## src/rtl/uart_tx_frame.sv

```systemverilog
// rtl/uart_tx_frame.sv - UART transmit framer: start, 8 data LSB first, optional parity, stop
module uart_tx_frame #(
   parameter int CLKS_PER_BIT = 16,
   parameter bit PARITY_EN    = 1'b1,
   parameter bit PARITY_ODD   = 1'b0
) (
   input  logic       clk,
   input  logic       rst,
   input  logic [7:0] data_in,
   input  logic       load,
   output logic       ready,
   output logic       busy,
   output logic       done,
   output logic       txout
);
   localparam int            CW       = $clog2(CLKS_PER_BIT);
   localparam logic [CW-1:0] CNT_LAST = CW'(CLKS_PER_BIT - 1);

   typedef enum logic [2:0] {IDLE, START, DATA, PARITY, STOP} state_t;

   state_t        state, state_nxt;
   logic [CW-1:0] cnt, cnt_nxt;
   logic [2:0]    idx, idx_nxt;
   logic [7:0]    shreg, shreg_nxt;
   logic [7:0]    hold, hold_nxt;
   logic          hold_full, hold_full_nxt;
   logic          txout_nxt;
   logic          accept, bit_end, frame_end;

   assign accept    = load && !hold_full;
   assign bit_end   = (cnt == CNT_LAST);
   assign frame_end = (state == STOP) && bit_end;

   always_ff @(posedge clk) begin
      if (rst) begin
         state     <= IDLE;
         cnt       <= '0;
         idx       <= '0;
         shreg     <= '0;
         hold      <= '0;
         hold_full <= 1'b0;
         txout     <= 1'b1;
      end else begin
         state     <= state_nxt;
         cnt       <= cnt_nxt;
         idx       <= idx_nxt;
         shreg     <= shreg_nxt;
         hold      <= hold_nxt;
         hold_full <= hold_full_nxt;
         txout     <= txout_nxt;
      end
   end

   always_comb begin
      state_nxt     = state;
      cnt_nxt       = (state == IDLE || bit_end) ? '0 : cnt + CW'(1);
      idx_nxt       = idx;
      shreg_nxt     = shreg;
      hold_nxt      = hold;
      hold_full_nxt = hold_full;
      case (state)
         IDLE:    if (accept) state_nxt = START;
         START:   if (bit_end) state_nxt = DATA;
         DATA: begin
            if (bit_end) begin
               idx_nxt = idx + 3'd1;
               if (idx == 3'd7) state_nxt = PARITY_EN ? PARITY : STOP;
            end
         end
         PARITY:  if (bit_end) state_nxt = STOP;
         STOP:    if (bit_end) state_nxt = (hold_full || accept) ? START : IDLE;
         default: state_nxt = IDLE;
      endcase
      // A byte bypasses the buffer whenever the shifter is free to take it this edge.
      if (accept) begin
         if (state == IDLE || frame_end) begin
            shreg_nxt = data_in;
         end else begin
            hold_nxt      = data_in;
            hold_full_nxt = 1'b1;
         end
      end else if (frame_end && hold_full) begin
         shreg_nxt     = hold;
         hold_full_nxt = 1'b0;
      end
   end

   // txout is registered from next-state values so the line matches state without a lag.
   always_comb begin
      ready = !hold_full;
      busy  = (state != IDLE);
      done  = frame_end;
      case (state_nxt)
         START:   txout_nxt = 1'b0;
         DATA:    txout_nxt = shreg_nxt[idx_nxt];
         PARITY:  txout_nxt = (^shreg_nxt) ^ PARITY_ODD;
         default: txout_nxt = 1'b1;
      endcase
   end
endmodule
```

## config.mk

```make
export PLATFORM = sky130hd
export DESIGN_NAME = uart_tx_frame
export DESIGN_NICKNAME = d
export VERILOG_FILES = /design/src/rtl/uart_tx_frame.sv
export SDC_FILE = /design/constraint.sdc
export NUM_CORES = 1
export LEC_CHECK = 0
export ABC_CLOCK_PERIOD_IN_PS = 5000
export BUFFER_PORTS_ARGS = -buffer_cell sky130_fd_sc_hd__buf_2
export CELL_PAD_IN_SITES_DETAIL_PLACEMENT = 1
export CELL_PAD_IN_SITES_GLOBAL_PLACEMENT = 2
export CORE_MARGIN = 2
export CORE_UTILIZATION = 38
export DETAILED_ROUTE_END_ITERATION = 10
export MAX_ROUTING_LAYER = met4
export PLACE_DENSITY = 0.88
export SLEW_MARGIN = 15
export SYNTH_ARGS = -nofsm -noshare
export SYNTH_HDL_FRONTEND = slang
export SYNTH_SLANG_ARGS = --single-unit
```

## constraint.sdc

```tcl
create_clock -name clk -period 5 [get_ports clk]
set_clock_uncertainty 0.2 [all_clocks]
set_input_delay 0.75 -clock clk [delete_from_list [all_inputs] [get_ports clk]]
set_output_delay 0.75 -clock clk [all_outputs]
set_load 0.01 [all_outputs]
```

## After elaboration in Yosys (flattened, before gate mapping)

Cells that the tools add are included.

- Logic and storage cells: 54
- Register bits after elaboration: 28
- Input port bits: 11

- Reduce and logical (&&, ||, !) cells: 14
- Add/subtract/negate cells: 2
- Bitwise logic cells: 1
- $lt $le $gt $ge: 1
- Equal/unequal tests: 10
- Muxes and demuxes: 19

Operators with widths:

| cell | number |
|---|---|
| $mux 3 | 8 |
| $mux 8 | 3 |
| $pmux 3 s5 | 1 |
| $eq 3x2->1 const B | 4 |
| $reduce_xor 8->1 | 1 |
| $eq 3x1->1 const B | 2 |
| $eq 3x3->1 const B | 2 |
| $mux 1 | 5 |
| $add 4x1->4 const B | 1 |
| $eq 4x4->1 const B | 1 |
| $lt 3x4->1 const B | 1 |
| $reduce_and 2->1 | 2 |
| $add 3x1->3 const B | 1 |
| $bmux 1 s3 | 1 |
| $logic_and 1x1->1 | 3 |
| $logic_not 3->1 | 1 |
| $logic_or 1x1->1 | 3 |
| $pmux 1 s3 | 1 |
| $reduce_bool 3->1 | 1 |
| $ne 2x2->1 const B | 1 |
| $reduce_bool 2->1 | 1 |
| $reduce_or 2->1 | 1 |
| $logic_not 1->1 | 1 |
| $not 1->1 | 1 |

## Depth between registers and ports, before layout

- Depth after elaboration: 8
- Depth in mapped cells: 10

## Least setup slack after synthesis

No wires, ideal clock.

- Path kind: input-to-reg
- From: input port load
- To: register txout
- Stages on the path: 8
- Buffers on the path: 1
- Data arrival time: 2.501 ns
- Path slack: 2.170 ns
- Data required time: 4.671 ns
- Cells stage by stage: or4b_1 > clkbuf_1 > a211oi_1 > a221o_1 > xor2_1 > xor3_2 > nor3_1 > nor3_2

- Word-level cells in the longest chain between the ends: 7
- Elaborated cells between the ends (all ways): 14
- Classes of those cells: 3 x eq/ne; 8 x mux; 3 x reduce/logical

Ends and longest elaborated chain:

| item | RTL line | text |
|---|---|---|
| from (decl) | 10 | `input logic load,` |
| $logic_and 1x1->1 (*) | 30 | `assign accept = load && !hold_full;` |
| $logic_or 1x1->1 | 71 | `STOP: if (bit_end) state_nxt = (hold_full \|\| accept) ? START : IDLE;` |
| $mux 1 | 71 |  |
| $mux 3 | 71 |  |
| $pmux 3 s5 | 61 | `case (state)` |
| $eq 3x2->1 / $eq 3x1->1 (equally long branches) | 93 | `case (state_nxt)` |
| $pmux 1 s3 (*) | 93 |  |
| to (signal assigned) | 50 | `txout <= txout_nxt;` |
| to (decl) | 14 | `output logic txout` |

Mark *: on every way between the ends. The rest lies on a longest branch, timed or not. The select of a mux whose other input is x is not followed.
A chain may end at the register's enable or synchronous reset.

## Worst setup path after layout

- From: register cnt[0]
- To: register txout

- Word-level cells in the longest chain between the ends: 8
- Elaborated cells between the ends (all ways): 21
- Classes of those cells: 4 x eq/ne; 13 x mux; 4 x reduce/logical

Ends and longest elaborated chain:

| item | RTL line | text |
|---|---|---|
| from (decl) | 22 | `logic [CW-1:0] cnt, cnt_nxt;` |
| from (signal assigned) | 45 | `cnt <= cnt_nxt;` |
| $eq 4x4->1 (*) | 31 | `assign bit_end = (cnt == CNT_LAST);` |
| $logic_and 1x1->1 | 32 | `assign frame_end = (state == STOP) && bit_end;` |
| $logic_and 1x1->1 / $logic_or 1x1->1 (equally long branches) | 82, 76 |  |
| $mux 8 (on tied branches) | 82, 76 |  |
| $mux 8 | 75 | `if (accept) begin` |
| $bmux 1 s3 | 95 | `DATA: txout_nxt = shreg_nxt[idx_nxt];` |
| $mux 1 (not written as such) | 95 |  |
| $pmux 1 s3 (*) | 93 |  |

Marks and branches as above.

==> flow_metrics.py <==
metrics = {
    "global_route": {
        "antenna_found_initial": 0,
        "grt_pass1_vias": 1268,
        "grt_pass1_wl_mm": 5.975,
        "grtUsageTotal": 0.1799,
        "gr-total-overflow": 0,
        "grt_max_degree": 27,
    },
    "sta": {
        "setup_viol": 0,
        "worst_pin_slew_ns": 1.090,
        "fin_crit_ns": 3.280,
        "slew_violations": 0,
        "min_period_over_period": 0.6559,
        "finalHoldViolCount": 0,
        "rsz0062_at_grt": "no",
        "fin_tns_setup_ns": 0,
        "fmax_ghz": 0.3049,
        "maxSlewHeadroom": 0.2730,
    },
    "setup_path": {
        "cp-start-kind": "register",
        "path_cells": "ha_1 > nand3_1 > a211o_4 > a222oi_1 > mux2i_1 > a2111o_1 > a2111oi_2 > nor3_2",
        "cp_max_fo": 15,
        "cp.required_ns": 4.97,
        "cpLargestDelayFamily": "compound AO/OA/AOI/OAI gates",
        "crit_buf_inv": 0,
        "critPathArrivalTime_ns": 3.25,
        "worstSetupEndpointType": "register",
        "worst_path_max_delay_cell": "a211o_4",
        "crit_type": "reg -> reg",
        "slowest_delay_ns": 0.52,
    },
    "clock_tree": {
        "clockBufferDepth": 2,
        "cts_sinks": 28,
        "cts_tree": "built",
        "cts_resized": 0,
        "cts.clk_slew.worst_paths_ns": 0.10,
        "htreeDepth": 1,
        "cts_setup_buffers": 0,
        "cts-buffers-inserted": 3,
        "clock_latency_ns": 0.28,
        "clockRootBuffer": "clkbuf_8",
        "holdBufCountCts": 0,
    },
    "synth": {
        "synth-edff-count": 0,
        "synthCells": 173,
        "yosysWarnings": 0,
        "synth.distinct_cells": 49,
        "ys_top_cells_by_count": "nor2_1 (29), dfxtp_1 (28), mux2i_1 (14), inv_1 (12)",
        "synth_area_sq_um": 1529,
        "syn_area_per_cell_sq_um": 8.838,
        "yosysTopAreaCell": "dfxtp_1",
        "async_flop_share": 0,
        "synth_area_leaders": "dfxtp_1 (37%), mux2i_1 (9.2%), nor2_1 (7.1%)",
        "yosysTopAreaCellShare": 0.3666,
        "syn_nets": 187,
        "post-synth-top-count-cell": "nor2_1",
        "synth_flop_cell": "dfxtp_1",
        "ys_seq_elements": 28,
        "synth-seq-area-share": 0.3666,
    },
    "status": {
        "status": "finished clean",
    },
    "route": {
        "routed-via-count": 1265,
        "wl_per_cell_um": 15.58,
        "antenna_left": 0,
        "wirelength_mm": 3.552,
        "drt_iter0_drc": 73,
        "drtPass1Iterations": 4,
        "drcViolationCount": 0,
        "viasPerCell": 5.548,
    },
    "floorplanning": {
        "io_pins": 15,
        "start_util": 0.3878,
        "rows": 23,
        "die_area_sq_um": 4547,
        "dieWidth_um": 67.43,
        "core_area_sq_um": 3943,
        "die_h_um": 67.43,
    },
    "power": {
        "fin_total_pwr_uw": 513.8,
        "ir_drop_v": 0.0001822,
        "p_leak_uw": 0.0006847,
        "power_density_nw_per_um2": 308.3,
    },
    "placed_design": {
        "dp_hpwl_mm": 2.675,
        "place_inst": 224,
        "gp_congestion": 0.7816,
        "io_buffer_count": 14,
    },
    "job": {
        "cap_viol_max_count": 0,
    },
    "cells_and_area": {
        "nets": 193,
        "final_cells": 228,
        "drive_above_1_share": 0.1517,
        "n_antenna_cell": 0,
        "area_delta_synth_final_pct": 9.002,
        "n_fill_cell": 464,
    },
    "hold_path": {
        "worstHoldPathType": "reg -> reg",
    },
}
[registers in the layout, summed over array words and instances (netlist names)]
name / cells
idx: 3
shreg: 8
txout: 1
cnt: 4
state: 3
hold_full: 1
hold: 8
[cell families (layout without fill, tap and decap cells)]
logic type                 Yosys count  in the layout  synth area share
xor gates and xnor gates             9              9           0.06219
buffers and inverters               25             30           0.07283
DFF                                 28             28            0.3666
AOI/OAI and AO/OA                   29             29            0.1588
adders and majority gates            3              3           0.02455
and+or+nand+nor                     63             63            0.2087
muxes                               16             16            0.1064
[path summary, 6_finish.rpt]
check,from,to,slack [ns],depth (start not counted)
setup / recovery,cnt[0],txout,1.72,8
hold reg to reg,cnt[0],cnt[0],0.28,1
hold / removal,cnt[0],cnt[0],0.28,1
setup reg to reg,cnt[0],txout,1.72,8
[power breakdown]
group | internal, uW | total [uW] | switching, uW
clock network | 107 | 180 | 72.4
registers | 235 | 243 | 7.28
logic | 41.9 | 91.6 | 49.6
total | 385 | 514 | 129
[routing by layer]
layer / routed length, um / global-route usage / up-vias / part of all wire
met2: 1782 / 0.2970 / 20 / 0.50
met3: 90 / 0.03833 / 6 / 0.025
li1: - / - / 619 / -
met4: 53 / 0.05357 / 0 / 0.015
met1: 1625 / 0.2210 / 620 / 0.46
met5: 0 / - / - / 0
[cell type report]
cell class | count | area (sq um) | area share
multi-input combinational | 120 | 857.1 | 0.5143
sequential | 28 | 560.5 | 0.3363
clock buffer | 3 | 41.29 | 0.02477
clock inverter | 1 | 30.03 | 0.01802
timing repair buffer | 14 | 70.07 | 0.04204
inverter | 12 | 45.04 | 0.02703
tap | 50 | 62.56 | 0.03754
[per-stage QoR]
stage / utilization / setup slack (ns) / instance area [sq um] / hold slack [ns]
after floorplan: - / 2.170 / 1529 / 0.2179
after global placement: 0.4046 / 1.840 / 1595 / 0.2299
after detailed placement: 0.4046 / 1.733 / 1595 / 0.2616
after CTS: 0.4227 / 1.710 / 1667 / 0.2779
after global routing: 0.4227 / 1.471 / 1667 / 0.3011
final: 0.4227 / 1.720 / 1667 / 0.2765
[placed cells by master, fill, tap and decap left out, drive strengths merged, types with 2 or more instances in the layout]
cell type  instances
xor2               4
nand2b             3
nor2              29
ha                 3
xnor2              4
a2111oi            2
nand2              8
nand3              5
inv               12
nor3               4
a211oi             4
clkbuf             3
o21ai              2
dfxtp             28
a221oi             2
a222oi             2
a21oi              5
and3               4
a211o              2
buf               14
mux2               2
mux2i             14
Power figures use the tool's default switching activity.
